### src/rtl/rr_arbiter8.sv
// Eight-way round-robin arbiter with registered one-hot and indexed grant outputs.
// Optional forced rotation after MAX_HOLD grant cycles is built when ARB_TIMEOUT_EN is defined.
module rr_arbiter8 #(
    parameter int MAX_HOLD = 16
) (
    input  logic       clk,
    input  logic       rst,
    input  logic [7:0] req,
    output logic [7:0] gnt,
    output logic [2:0] gnt_idx,
    output logic       gnt_valid,
    output logic       timeout
);

    localparam logic [0:0] IDLE  = 1'b0;
    localparam logic [0:0] GRANT = 1'b1;

    if (MAX_HOLD < 2 || MAX_HOLD > 256) begin : g_bad_hold
        $error("rr_arbiter8: MAX_HOLD must be in 2..256");
    end

    logic [0:0] state, state_nx;
    logic [2:0] ptr, ptr_nx;
    logic [2:0] idx_r, idx_nx;
    logic [7:0] gnt_r;
    logic       new_grant;
    logic [3:0] sel;

    // Returns {found, index} of the first set bit scanning p, p+1, ... p+7 (mod 8).
    function automatic logic [3:0] pick(input logic [7:0] r, input logic [2:0] p);
        logic [3:0] res;
        logic [2:0] k;
        res = 4'b0;
        for (int i = 0; i < 8; i++) begin
            k = p + 3'(i);
            if (!res[3] && r[k]) begin
                res = {1'b1, k};
            end
        end
        return res;
    endfunction

    assign sel = pick(req, ptr);

`ifdef ARB_TIMEOUT_EN
    localparam int CNT_W = $clog2(MAX_HOLD);

    logic [CNT_W-1:0] cnt;
    logic             expired;
    logic             force_rot;
    logic             timeout_r;
    logic [3:0]       sel_other;

    assign expired   = (cnt == CNT_W'(MAX_HOLD - 1));
    assign sel_other = pick(req & ~(8'h01 << idx_r), ptr);
`endif

    always_comb begin
        state_nx  = state;
        idx_nx    = idx_r;
        ptr_nx    = ptr;
        new_grant = 1'b0;
`ifdef ARB_TIMEOUT_EN
        force_rot = 1'b0;
`endif
        case (state)
            IDLE: begin
                if (sel[3]) begin
                    state_nx  = GRANT;
                    idx_nx    = sel[2:0];
                    new_grant = 1'b1;
                end
            end
            default: begin
                if (!req[idx_r]) begin
                    // The owner's bit is clear, so sel already excludes it.
                    if (sel[3]) begin
                        idx_nx    = sel[2:0];
                        new_grant = 1'b1;
                    end else begin
                        state_nx = IDLE;
                    end
                end
`ifdef ARB_TIMEOUT_EN
                else if (expired && sel_other[3]) begin
                    idx_nx    = sel_other[2:0];
                    new_grant = 1'b1;
                    force_rot = 1'b1;
                end
`endif
            end
        endcase
        if (new_grant) begin
            ptr_nx = idx_nx + 3'd1;
        end
    end

    always_ff @(posedge clk) begin
        if (rst) begin
            state <= IDLE;
            ptr   <= 3'd0;
            idx_r <= 3'd0;
            gnt_r <= 8'h00;
        end else begin
            state <= state_nx;
            ptr   <= ptr_nx;
            idx_r <= idx_nx;
            gnt_r <= (state_nx == GRANT) ? (8'h01 << idx_nx) : 8'h00;
        end
    end

`ifdef ARB_TIMEOUT_EN
    // Counter clears on each new grant and saturates at MAX_HOLD-1 while held.
    always_ff @(posedge clk) begin
        if (rst) begin
            cnt       <= '0;
            timeout_r <= 1'b0;
        end else begin
            timeout_r <= force_rot;
            if (new_grant) begin
                cnt <= '0;
            end else if (state == GRANT && !expired) begin
                cnt <= cnt + 1'b1;
            end
        end
    end

    assign timeout = timeout_r;
`else
    assign timeout = 1'b0;
`endif

    assign gnt       = gnt_r;
    assign gnt_idx   = idx_r;
    assign gnt_valid = (state == GRANT);

endmodule
### config.mk
export PLATFORM = sky130hd
export DESIGN_NAME = rr_arbiter8
export DESIGN_NICKNAME = d
export VERILOG_FILES = /design/src/rtl/rr_arbiter8.sv
export SDC_FILE = /design/constraint.sdc
export NUM_CORES = 1
export LEC_CHECK = 0
export ABC_AREA = 0
export CAP_MARGIN = 5
export CORE_MARGIN = 8
export CORE_UTILIZATION = 44
export DETAILED_ROUTE_END_ITERATION = 12
export MAX_ROUTING_LAYER = met4
export PLACE_DENSITY = 0.67
export SYNTH_ARGS = -nofsm -noshare
export SYNTH_HDL_FRONTEND = slang
export SYNTH_SLANG_ARGS = --single-unit
### constraint.sdc
create_clock -name clk -period 7.9 [get_ports clk]
set_input_delay 1.185 -clock clk [delete_from_list [all_inputs] [get_ports clk]]
set_output_delay 1.185 -clock clk [all_outputs]
set_load 0.05 [all_outputs]
==> impl_metrics.yaml <==
worst_setup_path:
  reg2reg_slack_ns: 3.62
  path_cells: "inv_1 > ha_1 > mux4_2 > mux2i_4 > nand2b_4 > a211oi_4 > and3b_1 > o21bai_1 > o21ai_1 > ha_1 > nor2_1 > a311o_1"
  start_kind: "flip-flop"
  worst-path-max-fanout: 15
  cpPeakStageDelay_ns: 0.69
  cpMaxStageDelayCell: "dfxtp_1"
  crit_required_ns: 8.03
  r2r_start: "ptr[1]"
  critPathArrivalTime_ns: 4.41
  crit_type: "reg -> reg"
  r2r-end: "ptr[2]"
  worstRegToRegCells: 12
  crit_path_end_kind: "flip-flop"
  cpMostUsedCell: "ha_1"
clocking:
  clock_path_buffers: 2
  cts_buffers: 3
  clkSlewWorstSetupHoldPaths_ns: 0.06
  cts_root_buf: "clkbuf_8"
  ctsResizeCount: 0
  htreeDepth: 1
  insertion_delay_ns: 0.25
  postCtsSetupBuffers: 0
  clock_sinks: 15
  cts_hold_buffers: 0
  cts_tree: "built"
min_path:
  whs_endpoint: "gnt_idx[2]"
  holdPathStages: 2
  worstHoldStart: "gnt_idx[2]"
  hold_class: "reg -> reg"
synthesis:
  ys_async_sr_fraction: 0
  synth_compound_area_frac: 0.226
  syn_inst: 175
  yosysSeqAreaShare: 0.185
  yosys_warnings: 0
  syn_avg_cell_area_um2: 9.27
  synth-seq-cells: 15
  netlist_area_um2: 1620
  synth_ff_type: "dfxtp_1"
  yosys.area_share.simple: 0.146
  synth_edf_count: 0
  yosysUniqueCellTypes: 49
  synth.net_count: 191
  synth_xor_area_frac: 0.0162
  synth_top_family_by_area: "multiplexers"
  synth.mux.area_fraction: 0.319
  synth_fa_ha_area_frac: 0.0463
sta:
  drv_slew: 0
  timing.setup.tns_ns: 0
  layout_min_cycle_time_ns: 4.28
  hold_violations: 0
  rsz0062_at_grt: "no"
  max_slew_margin: 0.606
  finClkSkew_ns: 0.00122
  hold_ws_ns: 0.669
  tightestPinTransition_ns: 0.591
  finalSetupViolCount: 0
  fin_crit_sh: 0.542
  fmax_mhz: 234
  setup_slack_ns: 3.62
power:
  vdd.ir_drop.worst_mv: 0.198
  p_per_area_nw_per_um2: 457
  cellLeakagePower_uw: 0.000716
floorplanning:
  die_area_um2: 5890
  die_w_um: 76.7
  dieHeight_um: 76.7
  initial_utilization: 0.450
  core-area_um2: 3610
  ios: 23
  rows: 22
detailed_routing:
  routed_wl_mm: 3.87
  first_pass_iters: 4
  vias: 1442
  ant_nets: 0
  drtIter0Drc: 168
  wire_per_inst_um: 16.2
  viasPerCell: 6.03
  route.detailed.drc: 0
global_route:
  grt_max_degree: 20
  overflow: 0
  grt_pass1_vias: 1384
  grt_first_pass_wirelength_mm: 6.67
  grt.total_usage: 0.135
  antenna_found_initial: 0
place:
  numPortBuffers: 21
  finalWeightedCongestion: 0.932
  dp_slack_ns: 3.42
  place_hpwl_mm: 2.98
finish:
  layout_commonest_cell: "clkdlybuf4s50_1"
  mostFrequentLayoutCells: "clkdlybuf4s50_1 (21), nand2_1 (16), dfxtp_1 (15), mux2i_1 (14), nor2_1 (14)"
  area_growth_pct: 16.3
  n_antenna_cell: 0
  post-route-util: 0.524
  final_nets: 208
  drive_gt1_frac: 0.173
run:
  cap_violations: 0
status:
  outcome: "finished, final reports clean"
worst max-delay path by stage:
| stage | depth (start not counted) | slack, ns | start | to |
|---|---|---|---|---|
| after CTS | 12 | 3.64 | ptr[1] | ptr[2] |
| after global placement | 11 | 3.48 | req[5] | ptr[2] |
| after detailed placement | 11 | 3.42 | req[5] | ptr[2] |
| after global routing | 11 | 3.34 | ptr[1] | ptr[2] |
| final | 12 | 3.62 | ptr[1] | ptr[2] |
| after floorplan | 15 | 4.19 | ptr[1] | ptr[2] |
report_power, final:
group          leakage (µW)  switching, µW  internal (µW)
clock             0.0000255           26.1           34.9
combinational      0.000567            392            286
sequential         0.000123           25.5           98.7
total              0.000716            444            419
sequential cells by signal (all words and copies together), names as in the netlist:
name / flops
gnt: 8
ptr: 3
gnt_idx: 3
gnt_valid: 1
synthesized netlist by cell type (2+ instances only):
cell type	instances	share of area
a22oi_1	3	0.014
and2_1	3	0.012
mux2i_1	14	0.086
buf_2	5	0.015
a22o_1	2	0.011
nor2_1	14	0.032
a211oi_1	4	0.019
buf_4	2	0.0092
a21oi_1	11	0.034
clkbuf_1	2	0.0046
nand2_1	16	0.037
dfxtp_1	15	0.19
mux2_2	6	0.042
a21oi_2	2	0.011
nor2b_1	3	0.012
o211ai_1	2	0.0092
o22ai_1	2	0.0077
a21o_1	2	0.0092
ha_1	6	0.046
xor2_1	3	0.016
o21ai_0	7	0.022
inv_1	10	0.023
and3_1	5	0.019
mux4_2	11	0.15
per-stage QoR:
step                total power [µW]  instances  instance area [µm²]
global placement                 791        235                 1840
floorplan                        665        175                 1620
finish                           863        239                 1890
CTS                              858        239                 1890
global route                     932        239                 1890
detailed placement               794        235                 1840
cells by family after synthesis:
group                    Yosys count
AO/OA/AOI/OAI                     48
multiplexers                      35
other                              1
AND/OR/NAND/NOR                   47
adder cells (fa/ha/maj)            6
buffers and inverters             20
XOR/XNOR                           3
flip-flops                        15
routing by layer:
metal	vias up	wire (µm)	global-route usage
met1	683	1710	0.183
met4	0	56	0.0462
met5	-	0	-
met3	8	307	0.0210
li1	687	-	-
met2	64	1800	0.200
final cells by class:
| cell class | instances | area, µm² |
|---|---|---|
| fill | 308 | 1720 |
| multi-input combinational | 140 | 1230 |
| inverter | 10 | 37.5 |
| clock inverter | 1 | 5.00 |
| sequential | 15 | 300 |
| clock buffer | 3 | 41.3 |
| tap | 48 | 60.1 |
| timing repair buffer | 22 | 218 |
worst max-delay path: cells and delay by family (launching register included):
family	cells	cell delay, ns
AOI/OAI and AO/OA	4	1.04
muxes	2	0.92
DFF	1	0.69
buffers and inverters	1	0.20
adders and majority gates	2	0.90
and+or+nand+nor	3	0.40
No activity file was read; power rests on OpenSTA's default activity.
